**config.mk**
```make
export PLATFORM = sky130hd
export DESIGN_NAME = tdm_demux8
export DESIGN_NICKNAME = d
export VERILOG_FILES = /design/src/rtl/tdm_demux8.sv
export SDC_FILE = /design/constraint.sdc
export NUM_CORES = 1
export LEC_CHECK = 0
export ABC_AREA = 1
export CAP_MARGIN = 10
export CORE_ASPECT_RATIO = 1.5
export CORE_UTILIZATION = 30
export DETAILED_ROUTE_END_ITERATION = 8
export PLACE_DENSITY_LB_ADDON = 0.25
export SLEW_MARGIN = 5
export SYNTH_ARGS = -nofsm -noshare
export SYNTH_HDL_FRONTEND = slang
export SYNTH_SLANG_ARGS = --single-unit
```
**constraint.sdc**
```tcl
create_clock -name clk -period 2.1 [get_ports clk]
set_input_delay 0.42 -clock clk [delete_from_list [all_inputs] [get_ports clk]]
set_output_delay 0.42 -clock clk [all_outputs]
set_load 0.02 [all_outputs]
```
**src/rtl/tdm_demux8.sv**
```systemverilog
// tdm_demux8: receive-side slot demultiplexer for an 8-slot TDM beat stream.
// Beats are collected into shadow registers; A..H are refreshed together only
// when all 8 slots of a frame arrive without an intervening start-of-frame.
module tdm_demux8 #(
  parameter int WIDTH = 4
) (
  input  logic             clk,
  input  logic             rst,
  input  logic [WIDTH-1:0] din,
  input  logic             din_valid,
  input  logic             sof,
  output logic [WIDTH-1:0] A,
  output logic [WIDTH-1:0] B,
  output logic [WIDTH-1:0] C,
  output logic [WIDTH-1:0] D,
  output logic [WIDTH-1:0] E,
  output logic [WIDTH-1:0] F,
  output logic [WIDTH-1:0] G,
  output logic [WIDTH-1:0] H,
  output logic [2:0]       slot,
  output logic             busy,
  output logic             frame_valid,
  output logic             frame_err
);

  typedef enum logic {
    IDLE = 1'b0,
    RECV = 1'b1
  } state_t;

  state_t           state_q, state_d;
  logic [2:0]       slot_q, slot_d;
  logic [WIDTH-1:0] shadow_q [8];
  logic [WIDTH-1:0] shadow_d [8];
  logic [WIDTH-1:0] out_q [8];
  logic [WIDTH-1:0] out_d [8];
  logic             frame_valid_q, frame_valid_d;
  logic             frame_err_q, frame_err_d;

  // Next-state logic: frame assembly, commit on the 8th beat, restart on early sof.
  always_comb begin
    state_d       = state_q;
    slot_d        = slot_q;
    shadow_d      = shadow_q;
    out_d         = out_q;
    frame_valid_d = 1'b0;
    frame_err_d   = 1'b0;

    unique case (state_q)
      IDLE: begin
        if (din_valid && sof) begin
          shadow_d[0] = din;
          slot_d      = 3'd1;
          state_d     = RECV;
        end
      end
      RECV: begin
        if (din_valid) begin
          if (sof) begin
            frame_err_d = 1'b1;
            shadow_d[0] = din;
            slot_d      = 3'd1;
          end else if (slot_q == 3'd7) begin
            for (int i = 0; i < 7; i++) begin
              out_d[i] = shadow_q[i];
            end
            out_d[7]      = din;
            frame_valid_d = 1'b1;
            slot_d        = 3'd0;
            state_d       = IDLE;
          end else begin
            shadow_d[slot_q] = din;
            slot_d           = slot_q + 3'd1;
          end
        end
      end
      default: begin
        state_d = IDLE;
        slot_d  = 3'd0;
      end
    endcase
  end

  // State, shadow and output registers with synchronous reset.
  always_ff @(posedge clk) begin
    if (rst) begin
      state_q       <= IDLE;
      slot_q        <= 3'd0;
      frame_valid_q <= 1'b0;
      frame_err_q   <= 1'b0;
      for (int i = 0; i < 8; i++) begin
        shadow_q[i] <= '0;
        out_q[i]    <= '0;
      end
    end else begin
      state_q       <= state_d;
      slot_q        <= slot_d;
      frame_valid_q <= frame_valid_d;
      frame_err_q   <= frame_err_d;
      for (int i = 0; i < 8; i++) begin
        shadow_q[i] <= shadow_d[i];
        out_q[i]    <= out_d[i];
      end
    end
  end

  assign A           = out_q[0];
  assign B           = out_q[1];
  assign C           = out_q[2];
  assign D           = out_q[3];
  assign E           = out_q[4];
  assign F           = out_q[5];
  assign G           = out_q[6];
  assign H           = out_q[7];
  assign slot        = slot_q;
  assign busy        = (state_q == RECV);
  assign frame_valid = frame_valid_q;
  assign frame_err   = frame_err_q;

endmodule

```
Word level (Yosys, flattened, before mapping)
Index checks and enable logic that the tools add are counted.
{"block": "word_totals", "romBits": 0, "memories": 0, "ram_bits": 0, "latch_bits": 0, "word_cells": 61, "input_bits": 8, "register_bits": 70}
{"block": "classes", "shifts": 0, "n_eq_ne": 4, "div_mod_pow": 0, "n_mul": 0, "n_lt_le_gt_ge": 2, "reduce_logical": 8, "add_sub_neg": 1, "mux": 21, "n_bitwise": 5}
{"cell": "32-bit two-way mux", "n": 2}
{"cell": "32-bit bitwise mux", "n": 1}
{"cell": "28-bit two-way mux", "n": 1}
{"cell": "4-bit demux with 3-bit select", "n": 1}
{"cell": "3-bit two-way mux", "n": 4}
{"cell": "4-bit two-way mux", "n": 3}
{"cell": "4-bit case mux with 2 select lines", "n": 1}
{"cell": "4-bit AND reduction", "n": 2}
{"cell": "1-bit two-way mux", "n": 6}
{"cell": "3-bit case mux with 2 select lines", "n": 1}
{"cell": "4-bit >= comparator, second input constant", "n": 1}
{"cell": "4-bit by 1-bit less-than comparator with 1-bit output, second input constant", "n": 1}
{"cell": "2-bit inequality test, second input constant", "n": 2}
{"cell": "1-bit NOT", "n": 4}
{"cell": "3-bit NOT with 4-bit output", "n": 1}
{"cell": "4-bit OR reduction", "n": 1}
{"cell": "3-bit by 1-bit adder with 3-bit output, second input constant", "n": 1}
{"cell": "3-bit == test, second input constant", "n": 1}
{"cell": "3-bit inequality test, second input constant", "n": 1}
{"cell": "3-bit AND reduction", "n": 1}
{"cell": "3-bit OR reduction", "n": 1}
{"cell": "1-bit logical AND", "n": 2}
{"cell": "1-bit case mux with 2 select lines", "n": 1}
{"cell": "2-bit AND reduction", "n": 1}

Logic depth before layout (Yosys ltp)
{"block": "depth", "word_depth": 10, "ltp_mapped": 10}

Least setup slack after synthesis
Ideal clock, no wire load.
{"block": "synth_path", "path_kind": "reg-to-reg", "from": "reg slot_q[0] (netlist: slot[0])", "to": "reg shadow_q[24] in the netlist's numbering", "n_path_buf": 1, "setup_slack_ns": 0.388, "path_stages_with_launch": 10, "setup_time_ns": 0.070, "t_arrival_ns": 1.641, "synth_period_minus_slack_ns": 1.712, "required_ns": 2.030, "path_cell_list": "dfxtp_1 -> ha_1 -> ha_1 -> inv_2 -> nand2_2 -> nor2_8 -> buf_6 -> nand2_2 -> nand2_1 -> a21oi_1"}
{"block": "synth_via", "elab_chain_cells": 6, "word_cells_on_any_way": 10, "cone_classes": "order compare (2); eq/ne (1); mux (3); bitwise (2); reduce/logical (2)"}
{"item": "start: declaration", "line_no": "32", "source": "logic [2:0] slot_q, slot_d;"}
{"item": "start signal: assignment", "line_no": "97", "source": "slot_q <= slot_d;"}
{"item": "3-bit NOT with 4-bit output (implied by the code)", "line_no": "72", "source": "shadow_d[slot_q] = din;"}
{"item": "4-bit >= comparator (implied by the code) or 4-bit by 1-bit less-than comparator with 1-bit output (tied branches)", "line_no": "72"}
{"item": "1-bit logical AND (implied by the code)", "line_no": "72"}
{"item": "4-bit two-way mux (implied by the code)", "line_no": "72"}
{"item": "4-bit demux with 3-bit select", "line_no": "72"}
{"item": "32-bit bitwise mux", "line_no": "72"}
{"item": "end signal: indexed assignment", "line_no": "101", "source": "shadow_q[i] <= shadow_d[i];"}
{"item": "end: declaration", "line_no": "33", "source": "logic [WIDTH-1:0] shadow_q [8];"}
Several ways; a longest one is shown, not always the timed one.
A chain may end at the register's enable or synchronous reset.

Worst setup path after layout
{"block": "layout_path", "from": "reg slot_q[2] (netlist: slot[2])", "to": "out slot[2]"}
{"item": "end: declaration", "line_no": "20", "source": "output logic [2:0] slot,"}
No word-level cell between the ends.

==> qor.csv <==
metric;value;unit
outcome;finished clean;
post-synthesis net count;331;
CP Cell Sequence;clkdlybuf4s50_1;
Switching Fraction;20.7;%
#FFs+latches synth;66;
largest net degree at the start of global routing;29;
endpoints failing setup;0;
Filler cells;871;
setup TNS;0;ns
worst-path maximum fanout;6;
Slew Limit Fails;0;
CTS clk-pin slew, worst paths;0.05;ns
initial antenna violation count;0;
Placer Congestion;0.787;
Psw;0.597;mW
WL final;5720;um
port bufs;45;
Slew @ Worst Pin;0.366;ns
CP bufs+invs;1;
Avg Cell Area, Syn;8.02;sq um
instance count of the mapped netlist;321;
CTS tree;done;
deepest clock path buffer count;2;
sequential power share;43.9;%
largest cells by area after synthesis;dfxtp_1, nand2_1, nand3_1;
Reg2Reg Launch Point;slot[0]$_SDFFE_PP0P_;
pwr dens;845;mW/mm^2
first-pass GRT wire length;9650;um
PostCTS Resize Cnt;0;
CP top delay family;buffers and inverters;
CP required;1.68;ns
dpl ws;0.207;ns
post-DP HPWL;4090;um
Root Buffer;clkbuf_16;
postcts setup bufs;0;
worst hold path class;reg2reg;
wire length per cell;11.8;um
Critical Path End Type;output port;
crit path max-delay cell type;clkdlybuf4s50_1;
Setup CP Type;reg2out;
DRT iter0 DRCs;47;
largest area contributor in the netlist;dfxtp_1;
CTS Buf Count;9;
# rows;41;
Layout Area Growth over Synthesis;33.0;%
max-cap violations;0;
nets;382;
register area share after synthesis;51.3;%
FF-to-FF path depth;8;
core area;0.00836;sq mm
Hold WS;0.445;ns
vias post-DR;2206;
Synth warnings;0;
die area;0.00896;sq mm
highest clock rate;522;MHz
share of the synthesized area in the top cell type;51.3;%
Die Y;115;um
Synth cell types;29;
Slowest Stage Delay on Critical Path;0.67;ns
synthesized area;0.00257;sq mm
worst hold start;shadow_q[12]$_SDFFE_PP0P_;
Comb pwr share;4.9;%
r2r endpoint;shadow_q[12]$_SDFFE_PP0P_;
Hold Path Sink;E[0]$_SDFFE_PP0P_;
CTS Sinks;66;
Final WS setup;0.183;ns
Clk pwr share;51.2;%
ratio of cells with drive above 1 in the final layout;12.7;%
RSZ-0062 raised after global routing;no;
Slew headroom;75.6;%
CTS Hold Bufs;0;
io pins;46;
Design Power;2.89;mW
grt ovf;0;
DR vias/cell;4.56;
CP Launch Type;flip-flop;
Worst-Skew Late Latency;0.32;ns
reg-to-reg slack, setup;0.40;ns
Antenna Cells;0;
Static Leak;1.42;nW
DRC errors left;0;
final hold vios;0;
H-tree levels;3;
peak ir drop on the vdd network;428;uV
Post-DRT Antenna Nets;0;
Clock Skew;0.00618;ns
gr usage total;14.0;%
TritonRoute pass-1 iters;4;
Die Span X;77.6;um
arrival time at the worst endpoint;1.50;ns
minimum clock period;1.92;ns
WHS Path Cells;2;
Int Power;2.30;mW
Final period util;91.3;%
vias in the first global route;2131;
initial core utilization;30.8;%
-- Yosys cell counts, drive strengths merged --
library cell / instances
xor2: 1
ha: 2
nand4: 1
inv: 18
buf: 10
dfxtp: 66
nor3: 3
clkinv: 5
nand3: 48
o21ai: 24
clkbuf: 2
nand2: 81
nor2: 48
a21oi: 12
-- logic make-up after synthesis --
kind of cell / count (synthesis) / share of synthesized area (%)
xor+xnor: 1 / 0.340
fa+ha+maj: 2 / 0.972
flops: 66 / 51.3
buf+inv: 35 / 7.24
simple gates: 181 / 33.1
compound gates: 36 / 7.00
-- layout by cell type (no fill, tap or decap), drive strengths merged --
master / instances
dfxtp: 66
nand2: 81
ha: 2
clkdlybuf4s50: 45
inv: 18
clkbuf: 14
o21ai: 24
a21oi: 12
nor3: 3
nand3: 48
buf: 7
clkinv: 6
xor2: 1
nor2: 48
bufinv: 1
nand4: 1
-- flip-flops by register name, summed over array words and instances, names as in the netlist --
register and flops:
shadow_q 28, A 4, B 4, C 4, D 4, E 4
F 4, G 4, H 4, slot 3, busy 1, frame_err 1
frame_valid 1
-- layout make-up --
cell class / count / area [sq um] / share of cell area (%)
Multi-Input combinational cell: 220 / 1070 / 31.1
Tap cell: 107 / 134 / 3.91
Sequential cell: 66 / 1320 / 38.6
Inverter: 23 / 100 / 2.92
Clock inverter: 2 / 35.0 / 1.02
Timing Repair Buffer: 52 / 503 / 14.7
Clock buffer: 14 / 264 / 7.71
-- routing by layer --
| layer | global-route usage, % | routed length, um | vias to the layer above |
|---|---|---|---|
| met3 | 4.80 | 265 | 4 |
| li1 | - | - | 1138 |
| met2 | 24.4 | 2950 | 50 |
| met1 | 15.0 | 2450 | 1014 |
| met4 | 6.67 | 57 | 0 |
| met5 | 0 | 0 | - |
-- metrics by stage --
step / instances / util, % / instance area (sq um)
3_5_place_dp: 468 / 37.4 / 3120
6_report: 484 / 40.9 / 3420
2_1_floorplan: 321 / - / 2570
5_1_grt: 484 / 40.9 / 3420
4_1_cts: 484 / 40.9 / 3420
3_3_place_gp: 468 / 37.4 / 3120
-- how the worst max path moves through the flow --
stage,startpoint,end,depth (start not counted)
4_1_cts,slot[2]$_SDFFE_PP0P_,slot[2],1
3_3_place_gp,sof,shadow_q[10]$_SDFFE_PP0P_,7
3_5_place_dp,sof,shadow_q[12]$_SDFFE_PP0P_,7
2_1_floorplan,slot[0]$_SDFFE_PP0P_,shadow_q[24]$_SDFFE_PP0P_,9
5_1_grt,slot[2]$_SDFFE_PP0P_,slot[2],1
6_report,slot[2]$_SDFFE_PP0P_,slot[2],1
-- power by group through the flow --
stage | Combinational (mW) | Sequential, mW | Clock, mW
floorplan | 0.0776 | 1.30 | 0
global placement | 0.142 | 1.30 | 0
detailed placement | 0.142 | 1.30 | 0
CTS | 0.143 | 1.27 | 1.52
global route | 0.158 | 1.27 | 1.59
finish | 0.142 | 1.27 | 1.48
(Power assumes the default switching activity.)
